<file path="src/rtl/bv_cfg_pkg.sv">
// Shared constants and types for the bit-vector stage configuration controller.
package bv_cfg_pkg;

   localparam int unsigned ENTRY_ADDR_W = 9;
   localparam int unsigned ENTRY_DATA_W = 36;
   localparam int unsigned SET_W        = ENTRY_ADDR_W + ENTRY_DATA_W;

   // Field positions on the shared set_data bus
   localparam int unsigned SET_DATA_LSB = 0;
   localparam int unsigned SET_DATA_MSB = ENTRY_DATA_W - 1;
   localparam int unsigned SET_ADDR_LSB = ENTRY_DATA_W;
   localparam int unsigned SET_ADDR_MSB = SET_W - 1;

   // Cycles from a stage seeing read_valid to its data_out_valid
   localparam int unsigned STAGE_RD_LATENCY = 4;

   typedef enum logic [2:0] {
      StIdle = 3'd0,
      StWr   = 3'd1,
      StRd   = 3'd2,
      StWait = 3'd3,
      StRsp  = 3'd4
   } cfg_state_e;

   function automatic logic [SET_W-1:0] pack_set(input logic [ENTRY_ADDR_W-1:0] addr,
                                                  input logic [ENTRY_DATA_W-1:0] data);
      logic [SET_W-1:0] word;
      word = '0;
      word[SET_ADDR_MSB:SET_ADDR_LSB] = addr;
      word[SET_DATA_MSB:SET_DATA_LSB] = data;
      return word;
   endfunction

endpackage

</file>
<file path="src/rtl/bv_cfg_ctrl_if.sv">
// Host command/response bus of the stage configuration controller.
interface bv_cfg_ctrl_if #(
   parameter int unsigned SEL_W = 3
);
   import bv_cfg_pkg::*;

   logic                    cmd_valid;
   logic                    cmd_ready;
   logic                    cmd_write;
   logic [SEL_W-1:0]        cmd_stage;
   logic [ENTRY_ADDR_W-1:0] cmd_addr;
   logic [ENTRY_DATA_W-1:0] cmd_data;
   logic                    rsp_valid;
   logic [ENTRY_DATA_W-1:0] rsp_data;
   logic                    rsp_error;
   logic                    busy;

   modport master (
      output cmd_valid, cmd_write, cmd_stage, cmd_addr, cmd_data,
      input  cmd_ready, rsp_valid, rsp_data, rsp_error, busy
   );

   modport slave (
      input  cmd_valid, cmd_write, cmd_stage, cmd_addr, cmd_data,
      output cmd_ready, rsp_valid, rsp_data, rsp_error, busy
   );

endinterface

</file>
<file path="src/rtl/bv_cfg_rd_mux.sv">
// Selects one stage's readback valid and data slice by stage index.
module bv_cfg_rd_mux
   import bv_cfg_pkg::*;
#(
   parameter int unsigned NUM_STAGES = 4,
   parameter int unsigned SEL_W      = 3
) (
   input  logic [SEL_W-1:0]                       sel_i,
   input  logic [NUM_STAGES-1:0]                  valid_i,
   input  logic [ENTRY_DATA_W*NUM_STAGES-1:0]     data_i,
   output logic                                   valid_o,
   output logic [ENTRY_DATA_W-1:0]                data_o
);

   // Out-of-range index yields no valid and zero data
   always_comb begin
      valid_o = 1'b0;
      data_o  = '0;
      for (int i = 0; i < NUM_STAGES; i++) begin
         if (sel_i == SEL_W'(i)) begin
            valid_o = valid_i[i];
            data_o  = data_i[ENTRY_DATA_W*i +: ENTRY_DATA_W];
         end
      end
   end

endmodule

</file>
<file path="src/rtl/bv_cfg_ctrl.sv">
// Serialises host write/readback commands onto the lookup stages' set/read ports.
module bv_cfg_ctrl
   import bv_cfg_pkg::*;
#(
   parameter int unsigned NUM_STAGES = 4,
   parameter int unsigned SEL_W      = 3,
   parameter int unsigned TIMEOUT    = 15
) (
   input  logic                               clk,
   input  logic                               reset,
   bv_cfg_ctrl_if.slave                       host,
   output logic [NUM_STAGES-1:0]              set_valid,
   output logic [SET_W-1:0]                   set_data,
   output logic [NUM_STAGES-1:0]              read_valid,
   output logic [ENTRY_ADDR_W-1:0]            read_addr,
   input  logic [NUM_STAGES-1:0]              stage_rd_valid,
   input  logic [ENTRY_DATA_W*NUM_STAGES-1:0] stage_rd_data
);

   cfg_state_e              state_q, state_d;
   logic [7:0]              cnt_q, cnt_d;
   logic [SEL_W-1:0]        stage_q, stage_d;
   logic                    cmd_ready_q, cmd_ready_d;
   logic                    busy_q, busy_d;
   logic [NUM_STAGES-1:0]   set_valid_q, set_valid_d;
   logic [SET_W-1:0]        set_data_q, set_data_d;
   logic [NUM_STAGES-1:0]   read_valid_q, read_valid_d;
   logic [ENTRY_ADDR_W-1:0] read_addr_q, read_addr_d;
   logic                    rsp_valid_q, rsp_valid_d;
   logic [ENTRY_DATA_W-1:0] rsp_data_q, rsp_data_d;
   logic                    rsp_error_q, rsp_error_d;

   logic                    sel_valid;
   logic [ENTRY_DATA_W-1:0] sel_data;
   logic                    accept;
   logic                    stage_ok;
   logic [NUM_STAGES-1:0]   cmd_onehot;

   assign accept     = host.cmd_valid && cmd_ready_q;
   assign stage_ok   = 32'(host.cmd_stage) < NUM_STAGES;
   assign cmd_onehot = NUM_STAGES'(1) << host.cmd_stage;

   bv_cfg_rd_mux #(
      .NUM_STAGES (NUM_STAGES),
      .SEL_W      (SEL_W)
   ) u_rd_mux (
      .sel_i   (stage_q),
      .valid_i (stage_rd_valid),
      .data_i  (stage_rd_data),
      .valid_o (sel_valid),
      .data_o  (sel_data)
   );

   // Next state; all outputs are registered on entry to the state that owns them
   always_comb begin
      state_d      = state_q;
      cnt_d        = cnt_q;
      stage_d      = stage_q;
      set_data_d   = set_data_q;
      read_addr_d  = read_addr_q;
      set_valid_d  = '0;
      read_valid_d = '0;
      rsp_valid_d  = 1'b0;
      rsp_data_d   = rsp_data_q;
      rsp_error_d  = rsp_error_q;

      unique case (state_q)
         StIdle: begin
            if (accept) begin
               stage_d = host.cmd_stage;
               if (!stage_ok) begin
                  state_d     = StRsp;
                  rsp_valid_d = 1'b1;
                  rsp_error_d = 1'b1;
                  rsp_data_d  = '0;
               end else if (host.cmd_write) begin
                  state_d     = StWr;
                  set_valid_d = cmd_onehot;
                  set_data_d  = pack_set(host.cmd_addr, host.cmd_data);
               end else begin
                  state_d      = StRd;
                  read_valid_d = cmd_onehot;
                  read_addr_d  = host.cmd_addr;
               end
            end
         end
         StWr: state_d = StIdle;
         StRd: begin
            state_d = StWait;
            cnt_d   = '0;
         end
         StWait: begin
            // A valid arriving on the last allowed cycle beats the timeout
            if (sel_valid) begin
               state_d     = StRsp;
               rsp_valid_d = 1'b1;
               rsp_data_d  = sel_data;
               rsp_error_d = 1'b0;
            end else if (cnt_q == 8'(TIMEOUT - 1)) begin
               state_d     = StRsp;
               cnt_d       = 8'(TIMEOUT);
               rsp_valid_d = 1'b1;
               rsp_data_d  = '0;
               rsp_error_d = 1'b1;
            end else begin
               cnt_d = cnt_q + 8'd1;
            end
         end
         StRsp:   state_d = StIdle;
         default: state_d = StIdle;
      endcase

      cmd_ready_d = (state_d == StIdle);
      busy_d      = (state_d != StIdle);
   end

   // State and output registers; reset abandons any command without a response
   always_ff @(posedge clk or negedge reset) begin
      if (!reset) begin
         state_q      <= StIdle;
         cnt_q        <= '0;
         stage_q      <= '0;
         cmd_ready_q  <= 1'b1;
         busy_q       <= 1'b0;
         set_valid_q  <= '0;
         set_data_q   <= '0;
         read_valid_q <= '0;
         read_addr_q  <= '0;
         rsp_valid_q  <= 1'b0;
         rsp_data_q   <= '0;
         rsp_error_q  <= 1'b0;
      end else begin
         state_q      <= state_d;
         cnt_q        <= cnt_d;
         stage_q      <= stage_d;
         cmd_ready_q  <= cmd_ready_d;
         busy_q       <= busy_d;
         set_valid_q  <= set_valid_d;
         set_data_q   <= set_data_d;
         read_valid_q <= read_valid_d;
         read_addr_q  <= read_addr_d;
         rsp_valid_q  <= rsp_valid_d;
         rsp_data_q   <= rsp_data_d;
         rsp_error_q  <= rsp_error_d;
      end
   end

   assign host.cmd_ready = cmd_ready_q;
   assign host.busy      = busy_q;
   assign host.rsp_valid = rsp_valid_q;
   assign host.rsp_data  = rsp_data_q;
   assign host.rsp_error = rsp_error_q;
   assign set_valid      = set_valid_q;
   assign set_data       = set_data_q;
   assign read_valid     = read_valid_q;
   assign read_addr      = read_addr_q;

endmodule

</file>
<file path="src/flat_wrapper.sv">
// flat-port wrapper written by rule: the top's interface ports become plain ports
module bv_cfg_ctrl_flat import bv_cfg_pkg::*;
#(
   parameter int unsigned NUM_STAGES = 4,
   parameter int unsigned SEL_W      = 3,
   parameter int unsigned TIMEOUT    = 15
)
  (clk, reset, set_valid, set_data, read_valid, read_addr, stage_rd_valid, stage_rd_data, host_cmd_valid, host_cmd_write, host_cmd_stage, host_cmd_addr, host_cmd_data, host_cmd_ready, host_rsp_valid, host_rsp_data, host_rsp_error, host_busy);
  bv_cfg_ctrl_if #(.SEL_W(SEL_W)) host_i ();
  input  logic clk;
  input  logic reset;
  output logic [NUM_STAGES-1:0] set_valid;
  output logic [SET_W-1:0] set_data;
  output logic [NUM_STAGES-1:0] read_valid;
  output logic [ENTRY_ADDR_W-1:0] read_addr;
  input  logic [NUM_STAGES-1:0] stage_rd_valid;
  input  logic [ENTRY_DATA_W*NUM_STAGES-1:0] stage_rd_data;
  input wire logic [$bits(host_i.cmd_valid)-1:0] host_cmd_valid;
  input wire logic [$bits(host_i.cmd_write)-1:0] host_cmd_write;
  input wire logic [$bits(host_i.cmd_stage)-1:0] host_cmd_stage;
  input wire logic [$bits(host_i.cmd_addr)-1:0] host_cmd_addr;
  input wire logic [$bits(host_i.cmd_data)-1:0] host_cmd_data;
  output wire logic [$bits(host_i.cmd_ready)-1:0] host_cmd_ready;
  output wire logic [$bits(host_i.rsp_valid)-1:0] host_rsp_valid;
  output wire logic [$bits(host_i.rsp_data)-1:0] host_rsp_data;
  output wire logic [$bits(host_i.rsp_error)-1:0] host_rsp_error;
  output wire logic [$bits(host_i.busy)-1:0] host_busy;
  assign host_i.cmd_valid = host_cmd_valid;
  assign host_i.cmd_write = host_cmd_write;
  assign host_i.cmd_stage = host_cmd_stage;
  assign host_i.cmd_addr = host_cmd_addr;
  assign host_i.cmd_data = host_cmd_data;
  assign host_cmd_ready = host_i.cmd_ready;
  assign host_rsp_valid = host_i.rsp_valid;
  assign host_rsp_data = host_i.rsp_data;
  assign host_rsp_error = host_i.rsp_error;
  assign host_busy = host_i.busy;
  bv_cfg_ctrl #(.NUM_STAGES(NUM_STAGES), .SEL_W(SEL_W), .TIMEOUT(TIMEOUT)) u_core (.clk(clk), .reset(reset), .host(host_i), .set_valid(set_valid), .set_data(set_data), .read_valid(read_valid), .read_addr(read_addr), .stage_rd_valid(stage_rd_valid), .stage_rd_data(stage_rd_data));
endmodule
</file>
<file path="config.mk">
export PLATFORM = sky130hd
export DESIGN_NAME = bv_cfg_ctrl_flat
export DESIGN_NICKNAME = d
export VERILOG_FILES = /design/src/rtl/bv_cfg_pkg.sv /design/src/rtl/bv_cfg_ctrl_if.sv /design/src/rtl/bv_cfg_rd_mux.sv /design/src/rtl/bv_cfg_ctrl.sv /design/src/flat_wrapper.sv
export SDC_FILE = /design/constraint.sdc
export NUM_CORES = 1
export LEC_CHECK = 0
export ABC_AREA = 0
export CAP_MARGIN = 25
export CELL_PAD_IN_SITES_DETAIL_PLACEMENT = 1
export CELL_PAD_IN_SITES_GLOBAL_PLACEMENT = 1
export CORE_UTILIZATION = 24
export DETAILED_ROUTE_END_ITERATION = 8
export GPL_ROUTABILITY_DRIVEN = 0
export PLACE_DENSITY = 0.8
export RECOVER_POWER = 25
export SLEW_MARGIN = 20
export SYNTH_ARGS = -nofsm -noshare
export SYNTH_HDL_FRONTEND = slang
export SYNTH_SLANG_ARGS = --single-unit
</file>
<file path="constraint.sdc">
create_clock -name clk -period 3.1 [get_ports clk]
set_input_delay 0.31 -clock clk [delete_from_list [all_inputs] [get_ports clk]]
set_output_delay 0.31 -clock clk [all_outputs]
set_load 0.05 [all_outputs]
</file>
==> results.md, run 1 <==
- Non-filler cells, final: between 900 and 1,000
- Leakage: 0.00381 uW
- Synth Net Count: about 560
- Post-synthesis simple-gate area fraction: 0.0556
- Boundary pin count: between 300 and 400
- Asr flop ratio synth: 1.00
- CTS Buffer Depth: 2
- Primary FF master, synth: dfrtp_1
- Largest family of logic cells by synthesized area: multiplexers
- Antenna diodes: 0
- WL/cell: about 19 um
- RSZ-0062 raised after global routing: false
- Top Usage Layer GRT: met2
- Synth cell count leaders: dfrtp_1, mux2_2, a22o_1
- CP Depth: 4
- 1st-iter DRT viols: approximately 140
- Synth Instances: about 360
- CTS buffer count: 17
- WP data arrival: 2.41 ns
- Met2 Use GR: 0.261
- Via/cell ratio: 4.70
- Number of setup buffers added after CTS: 0
- Worst hold path class: register to register
- Crit Path Category: register to register
- Critical-path maximum fanout: 36
- Yosys warnings: 0
- Tot Pwr: between 10,000 and 15,000 uW
- Rel. slew slack: 0.103
- Synth area leader: dfrtp_1
- Remaining global-route overflow: 0
- Synthesized cell area: about 5300 sq um
- Worst slew pin tran: around 1.3 ns
- Fin nets: around 860
- Power Density: about 1100 nW/um^2
- DRC: 0
- Yosys top cell area share: 0.542
- Met3 GRT Util: 0.0515
- Tmin final: just over 2 ns
- CTS tree: yes
- First-pass GRT wire length: ~27 mm
- Reg2reg setup slack: slightly above 1 ns
- Count of state elements after synthesis: around 120
- Peak supply drop: roughly 0.36 mV
- Vias in the first global route: 4,799
- Detailed-route via count: about 4,500
- CTS H-tree lvls: 4
- DP Worst Slack: between 0.8 and 0.9 ns
- Port-buffer cells: between 300 and 400
- Crit Reg-Reg Startpoint: u_core.stage_q[0]$_DFFE_PN0P_
- Overall global routing resource usage: 0.162
- Hold EP: u_core.host.rsp_data[27]$_DFFE_PN0P_
- Clk_lat worst skew: ~0.40 ns
- Crit path buf inv count: 0
- Final Hold Viols: 0
- Cell Chain, Critical Path: or2_2 -> o22a_1 -> nor2_4 -> a22o_1
- Distinct cells, synth: 48
- Skew final: approximately 0.0091 ns
- Mux contribution to synthesized area: 0.275
- Adder-Cell Fraction of Synth Area: 0.00471
- Die Area: 22,700 sq um
- Status: finished clean
- CTS resizes: 0
- Max Clk Rate: 0.481 GHz
- Setup-failing EPs final: 0
- Met1 Usage GRT: 0.203
- Synth Area in Compound Gates: 0.0896
- Die Wd: roughly 150 um
- Crit path max-delay family: simple AND/OR/NAND/NOR gates
- DPL Wire Length: ~14 mm
- Final WS setup: between 1 and 1.5 ns
- Pre-Repair DR Iteration Count: 5
- EDFF count, synth: 0
- Placed insts: slightly above 900
- Count leader, synth: dfrtp_1
- Reg clk slew, reported paths: 0.06 ns
- CP required: about 3.4 ns
- FF-to-FF path depth: 4
- Core area: about 22,000 sq um
- # clock sinks: around 120
- Largest net degree at the start of global routing: approximately 50
- CP max-delay cell: nor2_4
- Seq/Total Area, Yosys: 0.547
- Synth top area cells: dfrtp_1, mux4_2, mux2_2
- Hold Path Depth: 1
- Crit path capture type: register
- Max Cap Viol: 0
- Antenna violations before repair: 0
- CP Launch Point: u_core.stage_q[0]$_DFFE_PN0P_
- Synth-to-layout area growth: 74.8%
- Layout cells sized above 1: 0.208
- Num rows: 54
- Syn Area/Cell: about 15 sq um
- Fillers: ~2,300
- Crit share post-route: 0.670
- Worst path max stage delay: 0.70 ns
- Crit path launch type: register
- Slew Viols, Final: 0
- Routed Antenna Nets: 0
- Die outline height: 151 um
- Hold path start: u_core.host.rsp_data[27]$_DFFE_PN0P_
- Final TNS setup: 0 ns
- Xor-xnor portion of the synthesized cell area: 0.00165
- DRT Wirelength: about 18 mm
- Clock Tree Root: clkbuf_16
- Worst R2R End: u_core.host.rsp_data[28]$_DFFE_PN0P_
- Initial Util: 0.244
[worst max-delay path by stage]
| stage | slack (ns) | endpoint |
|---|---|---|
| after detailed placement | 0.84 | u_core.host.rsp_data[22]$_DFFE_PN0P_ |
| after CTS | 0.96 | u_core.host.rsp_data[28]$_DFFE_PN0P_ |
| after floorplan | 1.04 | u_core.read_addr[4]$_DFFE_PN0P_ |
| final | 1.02 | u_core.host.rsp_data[28]$_DFFE_PN0P_ |
| after global placement | 0.86 | u_core.host.rsp_data[24]$_DFFE_PN0P_ |
| after global routing | 0.88 | u_core.host.rsp_data[28]$_DFFE_PN0P_ |
[cell type report]
type,instances,area (sq um),share of cell area
Clock inverter,14,178,0.0191
Tap cell,280,350,0.0378
Timing Repair Buffer,310,3090,0.333
Clock buffer,18,439,0.0473
Sequential cell,116,2910,0.313
Multi-Input combinational cell,207,2280,0.246
Inverter,9,33.8,0.00364
[per-layer routing]
metal | wire (um) | up-vias
met1 | 7450 | 2242
li1 | - | 1984
met4 | 359 | 0
met2 | 8810 | 234
met5 | 0 | -
met3 | 1630 | 23
[sequential cells by signal, summed over array words and instances (netlist names), 3 cells and up]
name                  count
u_core.cnt_q              8
u_core.host.rsp_data     36
u_core.read_addr          9
u_core.read_valid         4
u_core.set_data          45
u_core.set_valid          4
u_core.stage_q            3
u_core.state_q            3
[worst reg2reg max path, delay by kind of cell, from the launching register on]
family / cells / cell delay, ns
AO/OA/AOI/OAI: 2 / 0.54
AND/OR/NAND/NOR: 2 / 1.04
flip-flops: 1 / 0.43
[cell families after synthesis]
group,count (synthesis)
AO/OA/AOI/OAI,57
AND/OR/NAND/NOR,55
buffers and inverters,32
flip-flops,116
adder cells (fa/ha/maj),2
XOR/XNOR,1
multiplexers,92
[metrics by stage]
step	area, sq um	hold WS (ns)	util
2_1_floorplan	5310	0.0144	-
3_3_place_gp	8660	0.381	0.398
3_5_place_dp	8660	0.402	0.398
4_1_cts	9290	0.491	0.427
5_1_grt	9280	0.507	0.427
6_report	9280	0.502	0.427
[what timing repair did]
action | 4_1_cts | 5_1_grt
hold buffers | 1 | 0
setup endpoints to repair | 0 | 0
hold endpoints to repair | 47 | 0
[placed cells by master (no fill, tap or decap), types with 2 or more instances in the layout]
cell             instances
clkdlybuf4s50_1        300
dfrtp_1                113
mux2_2                  49
a22o_1                  37
mux4_2                  36
clkbuf_16               17
nand2_1                 13
inv_1                    9
nor2_1                   8
buf_4                    7
nand3_1                  6
nor3_1                   5
mux2_4                   5
nand2b_1                 4
clkinv_4                 4
clkinvlp_4               4
o221ai_1                 3
o21ai_0                  3
bufinv_16                3
mux2i_1                  2
or2_2                    2
or3_1                    2
and2_1                   2
ha_1                     2
inv_6                    2
dfrtp_2                  2
[power by group]
part	internal (uW)	switching, uW
combinational	2200	3310
sequential	2180	405
clock	1290	750
total	5670	4460
Note: power is estimated with default switching activity, not from simulation.
==> inputs of run 2 (changes only) <==
- clock period: 3.1 -> 2.1 ns (I/O delays scaled with it)
==> run 2 against run 1 <==
Net effect: fmax grew 5.3%; largest power group unchanged; via count barely moved; first-iteration DRC count decreased by 19%; sequential power up 46%; largest cell class unchanged; highest routed layer unchanged; global-route usage is essentially flat; critical endpoint is now u_core.read_addr[4]$_DFFE_PN0P_; clock power is 42% higher; register-to-register slack got worse by 0.89 ns; hold slack lost 0.083 ns.
==> results.md, run 2 (synthesized netlist as in run 1, its figures left out) <==
- Status: finished clean
- Routed Antenna Nets: 0 (unchanged)
- Peak supply drop: 0.649 mV (+79%)
- DRT Wirelength: 18.2 mm (-0.12%)
- Hold EP: u_core.set_data[31]$_DFFE_PN0P_
- Detailed-route via count: 4,485 (+0.045%)
- Reg2reg setup slack: 0.13 ns (-0.89 ns)
- DRC: 0 (unchanged)
- First-pass GRT wire length: 27.2 mm (-0.48%)
- Tot Pwr: 14,900 uW (+47%)
- Tmin final: 1.97 ns (-0.105 ns)
- Hold path start: host_cmd_data[31]
- Remaining global-route overflow: 0 (unchanged)
- Leakage: 0.00387 uW (+1.4%)
- Worst slew pin tran: 0.844 ns (-0.501 ns)
- Antenna violations before repair: 0 (unchanged)
- 1st-iter DRT viols: 112 (-19%)
- Reg clk slew, reported paths: 0.05 ns (about the same)
- Overall global routing resource usage: 0.162 (about the same)
- Initial Util: 0.244 (unchanged)
- WL/cell: 18.9 um (-1.2%)
- # clock sinks: 116 (unchanged)
- Crit Reg-Reg Startpoint: u_core.state_q[0]$_DFF_PN0_
- Crit share post-route: 0.939 (+0.269)
- Synth-to-layout area growth: 76.0%
- Fin nets: 873 (+1.2%)
- FF-to-FF path depth: 4 (unchanged)
- WP data arrival: 2.25 ns (-0.16 ns)
- Die Area: 22,700 sq um (unchanged)
- Clock Tree Root: clkbuf_16
- Power Density: 1600 nW/um^2 (+46%)
- Vias in the first global route: 4,893 (+2.0%)
- Clk_lat worst skew: 0.40 ns (about the same)
- Final Hold Viols: 0 (unchanged)
- Die Wd: 151 um (unchanged)
- Worst hold path class: primary input to register
- Hold Path Depth: 2 (+1)
- Boundary pin count: 302 (unchanged)
- Layout cells sized above 1: 0.215 (+0.00720)
- Rel. slew slack: 0.437 (+0.334)
- Placed insts: 930 (+0.98%)
- Max Cap Viol: 0 (unchanged)
- CTS buffer count: 17 (unchanged)
- Slew Viols, Final: 0 (unchanged)
- Skew final: 0.00582 ns (-0.00327 ns)
- Antenna diodes: 0 (unchanged)
- Setup-failing EPs final: 0 (unchanged)
- Num rows: 54 (unchanged)
- Largest net degree at the start of global routing: 50 (-2.0%)
- CTS Buffer Depth: 2 (unchanged)
- Core area: 21,800 sq um (unchanged)
- CP required: 2.38 ns (-1.05 ns)
- Crit Path Category: register to register
- Number of flip-flops in the largest register: 45 (unchanged)
- Port-buffer cells: 301 (unchanged)
- CTS H-tree lvls: 4 (unchanged)
- Commonest non-fill, non-tap cell in the layout: clkdlybuf4s50_1
- Max Clk Rate: 0.507 GHz (+5.3%)
- CTS tree: yes
- Fillers: 2,260 (-0.53%)
- DPL Wire Length: 14.0 mm (+0.35%)
- Die outline height: 151 um (unchanged)
- Worst R2R End: u_core.read_addr[4]$_DFFE_PN0P_
- Pre-Repair DR Iteration Count: 4 (-1)
- Number of setup buffers added after CTS: 0 (unchanged)
- Non-filler cells, final: 964 (+1.0%)
- Critical-path maximum fanout: 12 (-67%)
- Crit path launch type: register
- Via/cell ratio: 4.65 (-0.99%)
- Crit path capture type: register
- Commonest non-fill, non-tap cells in the layout: clkdlybuf4s50_1, dfrtp_1, mux2_2
- RSZ-0062 raised after global routing: false
==> run 2: changes by cell type in the layout (fill, tap and decap cells not counted), sizes merged <==
cell	before	now
clkinvlp	4	1
buf	8	15
inv	11	9
clkinv	5	6
nor2	9	10
clkbuf	19	25
==> run 2: through the flow <==
step                hold slack (ns)   util  instance area, sq um  setup TNS [ns]  worst slack [ns]
CTS                           0.300  0.430                  9350               0            0.0402
detailed placement            0.195  0.402                  8750          -0.957           -0.0424
global placement              0.195  0.402                  8750               0            0.0206
finish                        0.419  0.429                  9340               0             0.128
floorplan                   -0.0856      -                  5310               0            0.0416
global route                  0.404  0.429                  9340               0            0.0530
==> run 2: worst max-delay path by stage <==
stage                               startpoint                                    to  slack, ns  cells after the start
2_1_floorplan  u_core.host.cmd_ready$_DFF_PN1_       u_core.read_addr[4]$_DFFE_PN0P_       0.04                      5
3_3_place_gp                 stage_rd_valid[3]  u_core.host.rsp_data[24]$_DFFE_PN0P_       0.02                      5
3_5_place_dp                 stage_rd_valid[3]  u_core.host.rsp_data[34]$_DFFE_PN0P_      -0.04                      5
4_1_cts          u_core.stage_q[0]$_DFFE_PN0P_  u_core.host.rsp_data[33]$_DFFE_PN0P_       0.04                      4
5_1_grt            u_core.cnt_q[0]$_DFFE_PN0P_  u_core.host.rsp_data[20]$_DFFE_PN0P_       0.05                      8
6_report           u_core.state_q[0]$_DFF_PN0_       u_core.read_addr[4]$_DFFE_PN0P_       0.13                      4
==> run 2: where the power goes <==
part           switching [uW]  internal [uW]  total, uW  leakage [uW]
sequential                567           3220       3790       0.00149
clock                    1010           1890       2900      0.000288
combinational            4910           3330       8250       0.00209
==> run 2: area by class of cell <==
cell class,instances,area [sq um],share of cell area
Clock inverter,10,131,0.0141
Inverter,9,33.8,0.00362
Clock buffer,22,454,0.0486
Sequential cell,116,2910,0.311
Multi-Input combinational cell,208,2300,0.246
Timing Repair Buffer,319,3170,0.339
Tap cell,280,350,0.0375
==> run 2: metal layers <==
| layer | part of all wire | global-route usage |
|---|---|---|
| met5 | 0 | 0 |
| met4 | 0.012 | 0.0520 |
| met3 | 0.089 | 0.0603 |
| met2 | 0.50 | 0.272 |
| met1 | 0.40 | 0.191 |
==> run 2: repair_timing <==
item                                    CTS  global route
gates resized for setup                   0             1
endpoints found under the setup margin    0            36
hold buffers                              1             0
hold endpoints to repair                 28             0
==> run 2: worst max-delay path: stages, from the launching register on <==
cell     delay (ns)
dfrtp_1        0.42
or2_1          0.26
or3_4          0.39
or3_4          0.45
mux2_4         0.33
